<file path="src/rtl/pipe_hazard_ctrl.sv">
// Pipeline hazard controller for the 5-stage core: stall/flush sequencing,
// EX operand forwarding selects and a saturating stall-cycle counter.
module pipe_hazard_ctrl #(
  parameter int REG_AW  = 3,
  parameter int MUL_LAT = 4,
  parameter int CNT_W   = 16
) (
  input  logic              clk,
  input  logic              reset,
  input  logic [REG_AW-1:0] id_rs1,
  input  logic [REG_AW-1:0] id_rs2,
  input  logic              id_use_rs1,
  input  logic              id_use_rs2,
  input  logic [REG_AW-1:0] ex_rd,
  input  logic              ex_reg_write,
  input  logic              ex_mem_read,
  input  logic              ex_mul,
  input  logic              ex_branch_taken,
  input  logic [REG_AW-1:0] mem_rd,
  input  logic [REG_AW-1:0] wb_rd,
  input  logic              mem_reg_write,
  input  logic              wb_reg_write,
  output logic              pc_en,
  output logic              if_id_en,
  output logic              id_ex_en,
  output logic              if_id_flush,
  output logic              id_ex_flush,
  output logic              ex_mem_flush,
  output logic [1:0]        fwd_a,
  output logic [1:0]        fwd_b,
  output logic              mul_busy,
  output logic [CNT_W-1:0]  stall_cnt
);

  typedef enum logic [0:0] {RUN = 1'b0, MUL_WAIT = 1'b1} state_t;

  localparam logic [REG_AW-1:0] REG_ZERO = {REG_AW{1'b0}};
  localparam logic [3:0]        MUL_LOAD = 4'(MUL_LAT - 2);
  localparam logic [CNT_W-1:0]  CNT_MAX  = {CNT_W{1'b1}};

  state_t            state_r, state_nxt_s;
  logic [3:0]        mul_cnt_r, mul_cnt_nxt_s;
  logic [REG_AW-1:0] ex_rs1_r, ex_rs2_r;
  logic [CNT_W-1:0]  stall_cnt_r;
  logic              load_use_s;
  logic              pc_en_s, if_id_en_s, id_ex_en_s;
  logic              if_id_flush_s, id_ex_flush_s, ex_mem_flush_s, mul_busy_s;

  // MEM result wins over WB; r0 is never forwarded.
  function automatic logic [1:0] fwd_sel(
    input logic [REG_AW-1:0] rs,
    input logic [REG_AW-1:0] m_rd,
    input logic              m_we,
    input logic [REG_AW-1:0] w_rd,
    input logic              w_we
  );
    logic [1:0] sel;
    if (m_we && (m_rd != REG_ZERO) && (m_rd == rs)) begin
      sel = 2'b01;
    end else if (w_we && (w_rd != REG_ZERO) && (w_rd == rs)) begin
      sel = 2'b10;
    end else begin
      sel = 2'b00;
    end
    return sel;
  endfunction

  // Load in EX whose destination is read by the instruction in ID.
  always_comb begin
    load_use_s = ex_mem_read && (ex_rd != REG_ZERO) &&
                 ((id_use_rs1 && (id_rs1 == ex_rd)) || (id_use_rs2 && (id_rs2 == ex_rd)));
  end

  // Next-state and ungated control: branch beats multiply beats load-use.
  always_comb begin
    state_nxt_s    = state_r;
    mul_cnt_nxt_s  = mul_cnt_r;
    pc_en_s        = 1'b1;
    if_id_en_s     = 1'b1;
    id_ex_en_s     = 1'b1;
    if_id_flush_s  = 1'b0;
    id_ex_flush_s  = 1'b0;
    ex_mem_flush_s = 1'b0;
    mul_busy_s     = 1'b0;
    case (state_r)
      RUN: begin
        if (ex_branch_taken) begin
          if_id_flush_s = 1'b1;
          id_ex_flush_s = 1'b1;
        end else if (ex_mul) begin
          state_nxt_s    = MUL_WAIT;
          mul_cnt_nxt_s  = MUL_LOAD;
          pc_en_s        = 1'b0;
          if_id_en_s     = 1'b0;
          id_ex_en_s     = 1'b0;
          ex_mem_flush_s = 1'b1;
          mul_busy_s     = 1'b1;
        end else if (load_use_s) begin
          pc_en_s       = 1'b0;
          if_id_en_s    = 1'b0;
          id_ex_flush_s = 1'b1;
        end else begin
          state_nxt_s = RUN;
        end
      end
      MUL_WAIT: begin
        if (mul_cnt_r == 4'd0) begin
          // Exit cycle: product advances; ID hazards are honoured, ex_mul is not.
          state_nxt_s = RUN;
          if (ex_branch_taken) begin
            if_id_flush_s = 1'b1;
            id_ex_flush_s = 1'b1;
          end else if (load_use_s) begin
            pc_en_s       = 1'b0;
            if_id_en_s    = 1'b0;
            id_ex_flush_s = 1'b1;
          end else begin
            pc_en_s = 1'b1;
          end
        end else begin
          mul_cnt_nxt_s  = mul_cnt_r - 4'd1;
          pc_en_s        = 1'b0;
          if_id_en_s     = 1'b0;
          id_ex_en_s     = 1'b0;
          ex_mem_flush_s = 1'b1;
          mul_busy_s     = 1'b1;
        end
      end
      default: begin
        state_nxt_s   = RUN;
        mul_cnt_nxt_s = 4'd0;
      end
    endcase
  end

  // Output stage: while reset is low the whole pipeline is held and flushed.
  always_comb begin
    if (!reset) begin
      pc_en        = 1'b0;
      if_id_en     = 1'b0;
      id_ex_en     = 1'b0;
      if_id_flush  = 1'b1;
      id_ex_flush  = 1'b1;
      ex_mem_flush = 1'b1;
      mul_busy     = 1'b0;
      fwd_a        = 2'b00;
      fwd_b        = 2'b00;
    end else begin
      pc_en        = pc_en_s;
      if_id_en     = if_id_en_s;
      id_ex_en     = id_ex_en_s;
      if_id_flush  = if_id_flush_s;
      id_ex_flush  = id_ex_flush_s;
      ex_mem_flush = ex_mem_flush_s;
      mul_busy     = mul_busy_s;
      fwd_a        = fwd_sel(ex_rs1_r, mem_rd, mem_reg_write, wb_rd, wb_reg_write);
      fwd_b        = fwd_sel(ex_rs2_r, mem_rd, mem_reg_write, wb_rd, wb_reg_write);
    end
  end

  // State, multiply countdown, EX source copies and stall counter.
  always_ff @(posedge clk or negedge reset) begin
    if (!reset) begin
      state_r     <= RUN;
      mul_cnt_r   <= 4'd0;
      ex_rs1_r    <= REG_ZERO;
      ex_rs2_r    <= REG_ZERO;
      stall_cnt_r <= {CNT_W{1'b0}};
    end else begin
      state_r   <= state_nxt_s;
      mul_cnt_r <= mul_cnt_nxt_s;
      if (id_ex_flush_s) begin
        ex_rs1_r <= REG_ZERO;
        ex_rs2_r <= REG_ZERO;
      end else if (id_ex_en_s) begin
        ex_rs1_r <= id_rs1;
        ex_rs2_r <= id_rs2;
      end else begin
        ex_rs1_r <= ex_rs1_r;
        ex_rs2_r <= ex_rs2_r;
      end
      if (!pc_en_s && (stall_cnt_r != CNT_MAX)) begin
        stall_cnt_r <= stall_cnt_r + {{(CNT_W-1){1'b0}}, 1'b1};
      end else begin
        stall_cnt_r <= stall_cnt_r;
      end
    end
  end

  assign stall_cnt = stall_cnt_r;

endmodule
</file>
<file path="config.mk">
export PLATFORM = sky130hd
export DESIGN_NAME = pipe_hazard_ctrl
export DESIGN_NICKNAME = d
export VERILOG_FILES = /design/src/rtl/pipe_hazard_ctrl.sv
export SDC_FILE = /design/constraint.sdc
export NUM_CORES = 1
export LEC_CHECK = 0
export CAP_MARGIN = 10
export CORE_MARGIN = 2
export CORE_UTILIZATION = 35
export DETAILED_ROUTE_END_ITERATION = 8
export MAX_ROUTING_LAYER = met4
export PLACE_DENSITY_LB_ADDON = 0.3
export SLEW_MARGIN = 20
export SYNTH_ARGS = -nofsm -noshare
export SYNTH_HDL_FRONTEND = slang
export SYNTH_SLANG_ARGS = --single-unit
</file>
<file path="constraint.sdc">
create_clock -name clk -period 3.55 [get_ports clk]
set_input_delay 0.355 -clock clk [delete_from_list [all_inputs] [get_ports clk]]
set_output_delay 0.355 -clock clk [all_outputs]
set_load 0.02 [all_outputs]
</file>
# == Word level (Yosys, flattened, before mapping) ==
# Index checks and enable logic that the tools add are counted.
# totals
reg_bits,27
wordCells,80
# op_classes
n_eq_ne,10
addsub,2
reduce_logical,19
muxes,43
bitwise,1
# op_table
operator,n
$mux W1,24
$eq A3 B3 Y1,6
$add A16 B1 Y16 const B,1
$ne A16 B16 Y1 const B,1
$mux W2,6
$mux W3,4
$mux W4,3
$logic_and A1 B1 Y1,11
$pmux W1 S2,5
$reduce_bool A3 Y1,3
$pmux W4 S2,1
$ne A2 B2 Y1 const B,3
$logic_not A4 Y1,1
$sub A4 B1 Y4 const B,1
$reduce_and A3 Y1,1
$reduce_bool A2 Y1,1
$logic_not A1 Y1,1
$logic_or A1 B1 Y1,1
$not A1 Y1,1

# == Depth between registers and ports, before layout ==
# Gate-level depths: netlist of run 1.
# logic_depth
word_depth,10
mapped_depth,10
mapped_depth_nobuf,9

# == Least setup slack after synthesis of run 1 ==
# Ideal clock, no wire load.
# synth_path
kind,register to output
start,register mul_cnt_r[0]
end,output port pc_en
path_stages_with_launch,9
setup_slack_ns,1.367
arrival_ns,1.828
path_buffers,1
path_cell_list,dfrtp_1 -> inv_1 -> ha_1 -> nand2b_4 -> o21a_1 -> nor2_2 -> nand2_1 -> nor2_1 -> buf_4
# synth_between
elab_chain_cells,4
# synth_rtl
element,line,source
from (decl),42,"logic [3:0] mul_cnt_r, mul_cnt_nxt_s;"
from (signal assigned),171,mul_cnt_r <= mul_cnt_nxt_s;
$logic_not A4 Y1,107,if (mul_cnt_r == 4'd0) begin
$mux W1,-,
$pmux W1 S2,-,
$mux W1,-,
to (decl),23,"output logic pc_en,"
# Every way passes these cells.

# == Worst setup path after layout of run 1 ==
# layout_path
start,register mul_cnt_r[0]
end,output port id_ex_flush
# layout_between
elab_chain_cells,4
# layout_rtl
element,line,source
$logic_not A4 Y1,107,
$mux W1,107,
$pmux W1 S2,85,case (state_r)
$mux W1,138,if (!reset) begin
to (decl),27,"output logic id_ex_flush,"
# Every way passes these cells.

==> metrics list, run 1 <==
* Placed Area: 0.00209 mm^2
- Hold timing on the final database bottoms out at a slack of 0.330 ns.
* DRC Markers: 0
- Synthesis handed over a netlist of 154 instances.
- Synthesis instantiated 35 different standard cells from the library.
- Clock skew on the completed layout was measured at 0.00340 ns.
- For this run the aggregate overflow at the end of global routing stands at 0.
- Ys flop type: sky130_fd_sc_hd__dfrtp_1
- Cell total after placement: 255
- For this block, the initial DRC count from the detailed router was 111.
- Of the post-synthesis cell area, the dominant cell type holds 0.441.
- The die covers 0.00492 mm^2.
* Fill count: 404
* Post-Place Setup Slack: 0.859 ns
* Number of nets with antenna violations after routing: 0
- The detailed router placed 1311 vias in this run.
* Boundary Pins: 52
- For this run, asynchronously set or reset flops after synthesis account for 1.00.
* Dominant cell by count in the synthesized netlist: sky130_fd_sc_hd__xnor2_1
- Sum of internal, switching and leakage power: 1.33 mW
- Power density cells: 623 mW/mm^2
* Slowest library cell on the worst path: sky130_fd_sc_hd__clkdlybuf4s50_1
* Number of iterations in the first detailed-routing pass: 4
- Tcrit/Tclk final: 0.774
- No sink is reached through more buffers than the 2 on the longest clock path.
* Num rows: 24
- Fraction of the yosys area taken by sequential cells: 0.441
* Detail Placement HPWL: 2760 um
- Unrepaired setup endpoints after global routing: no
- The worst-case IR drop observed on VDD is 493 uV.
- Final TNS setup: 0 ns
- The repair_antennas step left the layout with diodes totalling 0.
- In this run the worst path has a maximum fanout of 13.
- Max-Cap Viols: 0
- Clock root buffer: sky130_fd_sc_hd__clkbuf_8
- Max incr delay on CP: 0.63 ns
- Synthesis inferred 27 register bits.
- The critical path goes through inv_1 > ha_1 > nand2b_4 > o21a_1 > nor2_2 > inv_2 > o21ai_0 > clkdlybuf4s50_1.
- The final max-slew violation count came to 0.
- Syn-to-layout area delta: 39.6%
* Count of hold buffers inserted by post-cts repair: 0
- Number of buffers added by the clock tree synthesis step: 3
- Summed over all cells, the static leakage comes to 0.872 nW.
- Status: completed
- Synthesized area divided by synthesized cell count: 9.94 um^2
- The mapped netlist covers 0.00153 mm^2.
* Hold Crit Class: in -> async
- In this run the horizontal extent of the chip is 70.2 um.
- Yosys mapped a number of flops with a built-in enable equal to 0.
* Area of all placed cells without fillers: 0.00214 mm^2
- Pin count of the biggest net entering global routing: 16
- Minimum period implied by the final worst setup slack: 2.75 ns
- STA puts the critical path data arrival time at 2.39 ns.
* Final cell utilization of the core: 0.498
* Area leader, netlist: sky130_fd_sc_hd__dfrtp_1
- In this run the vertical extent of the chip is 70.2 um.
* Worst-Margin Slew: 0.428 ns
- Count of H-tree levels built during CTS: 1
* Buffers inserted during post-CTS setup optimization: 0
- At the end of routability-driven placement, the weighted congestion stood at 0.775.
- Number of failing setup endpoints in the final timing report: 0
- For this block, the routed nets add up to 3560 um of wire.
- GR Util All Layers: 0.156
* CTS Sinks: 27
* Layout cell share with drive strength beyond 1: 0.0628
- Worst path required time: 3.19 ns
- Clock latency on the worst-skew pair, taken at its later pin, is 0.27 ns.
- Area of the core: 0.00429 mm^2
- Measured against its own limit, the worst slew margin works out to 0.711.
* Post-CTS Resized: 0
* Synthesized netlist net count: 182
- STA classifies the critical path endpoint as an output pin.
- Net count, final: 236
- TritonCTS built the clock tree.
- Most frequent cells after synthesis: 29 x sky130_fd_sc_hd__xnor2_1, 27 x sky130_fd_sc_hd__dfrtp_1, 11 x sky130_fd_sc_hd__nand2_1, 10 x sky130_fd_sc_hd__nor2_1, 9 x sky130_fd_sc_hd__nand3_1
- The final count of hold timing violations came to 0.
- Static timing analysis puts the maximum clock frequency at 0.364 GHz.
* Layout Cells excl Fill: 259
- The Yosys step of the flow raised 0 warnings.
- Clock slew seen by the registers of the worst setup and hold paths: 0.09 ns
- Type of the setup path with the least slack: reg -> out
- The via count of the first global-routing pass came to 1329.
- Port buffering added 50 buffers.
- Avg Vias per Cell: 5.06
- Setup slack on the critical path of the routed design comes to 0.802 ns.
* Number of antenna violations at the first check in global routing: 0
* Routed wire per std cell: 13.7 um
- First-pass GRT wire length: 6160 um
- For this configuration, the core starts out at a cell density of 0.357.
- The worst setup path is launched from a flop.
- Largest cells by area after synthesis: sky130_fd_sc_hd__dfrtp_1 44%, sky130_fd_sc_hd__xnor2_1 17%, sky130_fd_sc_hd__a22o_1 3.4%
- Register-to-Register Setup Slack: 1.42 ns
-- cell type report --
type	instances	area [um^2]	share of cell area
Sequential cell	27	676	0.316
Multi-Input combinational cell	117	807	0.377
Timing Repair Buffer	53	523	0.245
Inverter	6	22.5	0.0105
Tap cell	52	65.1	0.0304
Clock buffer	4	45.0	0.0211
-- final timing paths --
kind                              start            to  depth (start not counted)
max in group asynchronous         reset   ex_rs2_r[2]                          2
setup / recovery           mul_cnt_r[0]   id_ex_flush                          8
hold reg to reg            stall_cnt[6]  stall_cnt[6]                          1
hold / removal                    reset   ex_rs1_r[0]                          1
min in group clk           stall_cnt[6]  stall_cnt[6]                          1
setup reg to reg           mul_cnt_r[0]  stall_cnt[8]                          9
-- worst max-delay path: cells and delay by family, from the launching register on --
| kind | cells | cell delay, ns |
|---|---|---|
| buffers and inverters | 3 | 0.87 |
| DFF | 1 | 0.41 |
| adders and majority gates | 1 | 0.21 |
| AOI/OAI and AO/OA | 2 | 0.37 |
| and+or+nand+nor | 2 | 0.26 |
-- registers in the layout (all words and copies together) (netlist names) --
name	cells
ex_rs2_r	3
state_r	1
stall_cnt	16
ex_rs1_r	3
mul_cnt_r	4
-- layout by cell type, fill, tap and decap left out, types with 4 or more instances in the layout --
master                             n
sky130_fd_sc_hd__clkdlybuf4s50_1  50
sky130_fd_sc_hd__xnor2_1          29
sky130_fd_sc_hd__dfrtp_1          27
sky130_fd_sc_hd__nand2_1          11
sky130_fd_sc_hd__nor2_1           10
sky130_fd_sc_hd__nand3_1           9
sky130_fd_sc_hd__nand4_1           8
sky130_fd_sc_hd__a22o_1            6
sky130_fd_sc_hd__inv_1             5
sky130_fd_sc_hd__a21oi_1           5
sky130_fd_sc_hd__and3_1            5
sky130_fd_sc_hd__and2_1            4
sky130_fd_sc_hd__o21ai_0           4
-- kinds of logic after synthesis --
logic type / after synthesis / share of synthesized area
AND/OR/NAND/NOR: 58 / 0.208
AO/OA/AOI/OAI: 23 / 0.105
multiplexers: 1 / 0.00735
buffers and inverters: 10 / 0.0319
XOR/XNOR: 32 / 0.183
flip-flops: 27 / 0.441
adder cells (fa/ha/maj): 3 / 0.0245
-- routing by layer --
layer / vias to the layer above / global-route usage / share of wire
li1: 640 / - / -
met1: 629 / 0.206 / 0.48
met2: 40 / 0.253 / 0.45
met3: 2 / 0.0332 / 0.066
met4: 0 / 0.0256 / 0.0037
met5: - / - / 0
-- where the power goes --
group          leakage, nW  internal (mW)  switching [mW]  total [mW]
Sequential           0.343          0.404           0.125       0.530
Combinational        0.506          0.318           0.312       0.630
Clock               0.0228         0.0803          0.0916       0.172
Total                0.872          0.803           0.528        1.33
No activity file was read; power rests on OpenSTA's default activity.
==> run 2: changes to the inputs <==
==> constraint.sdc (replaced) <==
create_clock -name clk -period 2.5 [get_ports clk]
set_input_delay 0.25 -clock clk [delete_from_list [all_inputs] [get_ports clk]]
set_output_delay 0.25 -clock clk [all_outputs]
set_load 0.02 [all_outputs]
==> run 2 against run 1 <==
  * Non-clock buffer count grew 4
  * Critical endpoint is now ex_mem_flush
  * Combinational power increased by 43%
  * Critical path depth is 1 lower
  * Core utilization grew 0.96 points
  * Cell area increased by 1.9%
  * Largest power group unchanged
  * Via count up 1.4%
  * Highest routed layer unchanged
  * Cell count grew 1.5%
  * Global-route usage rose by 0.063 points
  * Register-to-register slack lost 0.98 ns
  * Critical path type unchanged
  * Wire length increased by 0.81%
==> metrics list, run 2 (synthesis results as in run 1) <==
- Status: completed
* Critical path's top delay family: buffers and inverters
- The minimum setup slack in the final design came to 0.161 ns (-0.640 ns).
- Clock tree synthesis selected as its root buffer the cell sky130_fd_sc_hd__clkbuf_8.
- The number of buffers added by the clock tree synthesis step came to 3 (unchanged).
* Minimum period implied by the final worst setup slack: 2.34 ns
- The placement row count is 24 (unchanged).
- The clock edge transition at the registers on the reported setup and hold paths came to 0.09 ns (about the same).
- Reg-to-Reg End: stall_cnt[8]
* Area of all placed cells without fillers: 0.00218 mm^2 (+1.9%)
- CTS tree: done
- Remaining max-slew budget at the tightest pin: 0.708 (-0.00278)
- Syn-to-layout area delta: 42.3%
* Hold Crit Class: in -> async
- The H-tree level count is 1 (unchanged).
- The met2 usage came to 0.248 (-0.00529).
- The largest net degree at the start of global routing is 16 (unchanged).
* Fraction of power spent switching nets: 0.394 (-0.00290)
* Max incr delay on CP: 0.55 ns (-0.08 ns)
- The hold slack was 0.461 ns (+0.131 ns).
- Global-route met1 utilization: 0.199 (-0.00643)
* Max-Cap Viols: 0 (unchanged)
* CP startpoint: mul_cnt_r[0]
- Endpoint kind of the worst setup timing path: output pin
- Worst path bufs/invs: 2 (-1)
* Part of the power in combinational logic: 0.476 (+0.003)
* Critical path data arrival time: 2.09 ns (-0.30 ns)
- The buffer depth of the longest clock path was 2 (unchanged).
- Port bufs: 50 (unchanged)
- DRC Markers: 0 (unchanged)
* Net count, final: 240 (+1.7%)
- Power density cells: 866 mW/mm^2 (+39%)
- The global routing usage on met3 was 0.0418 (+0.00866).
* GR Util All Layers: 0.156 (+0.000626)
* Total detailed-routing wirelength: 3590 um (+0.81%)
- Total number of vias: 1329 (+1.4%)
* Worst path required time: 2.25 ns (-0.94 ns)
* Vias in the first global route: 1349 (+1.5%)
* Number of failing setup endpoints in the final timing report: 0 (unchanged)
* First-pass GRT wire length: 6130 um (-0.55%)
* Startpoint type of the worst setup path: flop
- The cell-internal power came to 1.14 mW (+42%).
- Post-Place Setup Slack: 0.0805 ns (-0.778 ns)
* Levels on crit path: 7 (-1)
* Final TNS setup: 0 ns (unchanged)
- The final count of hold timing violations came to 0 (unchanged).
- Area of the core: 0.00429 mm^2 (unchanged)
- On the critical path, the stage with the largest delay is an instance of sky130_fd_sc_hd__clkdlybuf4s50_1.
- Placed Area: 0.00212 mm^2 (+1.4%)
- Buffers inserted during post-CTS setup optimization: 0 (unchanged)
- CTS Sinks: 27 (unchanged)
- The reg-to-reg setup timing slack is 0.44 ns (-0.98 ns).
- The sum of overflow across all layers after global routing is 0 (unchanged).
- Unrepaired setup endpoints after global routing: no
- Tcrit/Tclk final: 0.935
* CP max FO: 4 (-9)
* R2r startpoint: mul_cnt_r[0]
- The sequential cell fraction of total power came to 0.398 (about the same).
- Die Span Y: 70.2 um (unchanged)
* Routed wire per std cell: 13.6 um (-0.72%)
* Maximum clock frequency: 0.428 GHz
- Layout cell share with drive strength beyond 1: 0.0806 (+0.0178)
- The part of the total power dissipated in the clock network was 0.126 (-0.003).
- The post-route antenna net violation count is 0 (unchanged).
- In the layout the commonest cells are 41 x sky130_fd_sc_hd__clkdlybuf4s50_1, 29 x sky130_fd_sc_hd__xnor2_1, 27 x sky130_fd_sc_hd__dfrtp_1, 11 x sky130_fd_sc_hd__nand2_1, 10 x sky130_fd_sc_hd__nor2_1.
* Final cell utilization of the core: 0.508 (+0.00962)
* Number of antenna violations at the first check in global routing: 0 (unchanged)
- Net switching power figure: 0.744 mW (+41%)
* Worst-case vdd ir drop: 634 uV (+29%)
- The area of the die is 0.00492 mm^2 (unchanged).
- Leakage dissipation: 1.00 nW (+15%)
- The critical path in this run is classified as reg -> out.
* Number of DRC markers after the initial detailed-route iteration: 56 (-50%)
* Largest register FFs: 16 (unchanged)
* Leading cell type in the layout, fill and taps excluded: sky130_fd_sc_hd__clkdlybuf4s50_1
- Die boundary width: 70.2 um (unchanged)
- The total iterations of the first detailed-routing run was 3 (-1).
- GP Congestion: 0.765 (-1.4%)
* Diode insertion count for antenna repair: 0 (unchanged)
- Critical path endpoint: ex_mem_flush
- Worst reg-to-reg path cell count: 9 (unchanged)
* Clock Latency Late Sink: 0.27 ns (about the same)
* GR peak layer: met2
* Boundary Pins: 52 (unchanged)
- The starting utilization of the core area came to 0.357 (unchanged).
- Critical path, cell by cell: inv_1 > ha_1 > nand2b_4 > o21a_1 > nor2_2 > nand2_1 > clkdlybuf4s50_1
- The transition time at the pin with the least slew margin is 0.433 ns (+0.00413 ns).
- Detail Placement HPWL: 2810 um (+1.9%)
- The final max-slew violation count is 0 (unchanged).
* Avg Vias per Cell: 5.05 (-0.17%)
* Clock Skews: 0.00366 ns (+0.000262 ns)
==> run 2: cell count changes in the layout (fill, tap and decap cells not counted) <==
cell	change
sky130_fd_sc_hd__clkdlybuf4s50_1	-9
sky130_fd_sc_hd__dlymetal6s2s_1	+6
sky130_fd_sc_hd__dlygate4sd2_1	+3
sky130_fd_sc_hd__buf_4	+4
==> run 2: cell type report <==
cell class,instances,area (um^2)
sequential,27,676
tap,52,65.1
fill,414,2110
inverter,6,22.5
clock buffer,4,45.0
timing repair buffer,57,564
multi-input combinational,117,807
==> run 2: metal layers <==
metal / part of all wire / vias to the layer above
met5: 0 / -
met4: 0.014 / 0
met3: 0.077 / 6
met2: 0.44 / 42
met1: 0.47 / 629
li1: - / 652
==> run 2: power groups by stage <==
stage	sequential, mW	combinational [mW]	clock [mW]
floorplan	0.784	0.557	0
CTS	0.751	0.917	0.247
global route	0.774	0.995	0.271
finish	0.751	0.898	0.239
global placement	0.757	0.911	0
detailed placement	0.758	0.923	0
==> run 2: worst min-delay path by stage <==
stage | from | to | slack, ns | depth (start not counted)
after floorplan | reset | ex_rs1_r[0] | -0.05 | 0
after global routing | reset | stall_cnt[5] | 0.50 | 2
after CTS | reset | stall_cnt[5] | 0.48 | 2
after global placement | stall_cnt[13] | stall_cnt[13] | 0.49 | 1
after detailed placement | stall_cnt[10] | stall_cnt[10] | 0.49 | 1
final | reset | mul_cnt_r[3] | 0.46 | 2
==> run 2: worst reg2reg max path: stages (launching register included) <==
cell and delay (ns):
sky130_fd_sc_hd__dfrtp_1 0.41, sky130_fd_sc_hd__inv_1 0.09, sky130_fd_sc_hd__ha_1 0.21, sky130_fd_sc_hd__nand2b_4 0.06, sky130_fd_sc_hd__o21a_1 0.20, sky130_fd_sc_hd__nor2_2 0.20, sky130_fd_sc_hd__inv_2 0.08, sky130_fd_sc_hd__o21a_2 0.33
sky130_fd_sc_hd__and3_1 0.24, sky130_fd_sc_hd__xor2_1 0.14
==> run 2: metrics by stage <==
step,cells,power (mW)
final,263,1.89
after CTS,263,1.91
after global placement,259,1.67
after detailed placement,259,1.68
after floorplan,154,1.34
after global routing,263,2.04
==> run 2: what timing repair did <==
item / in CTS / in global routing
hold buffers: 0 / 0
gates cloned: 0 / 0
setup endpoints to repair: 3 / 6
gates resized for setup: 3 / 6
endpoints found under the hold margin: 0 / 0
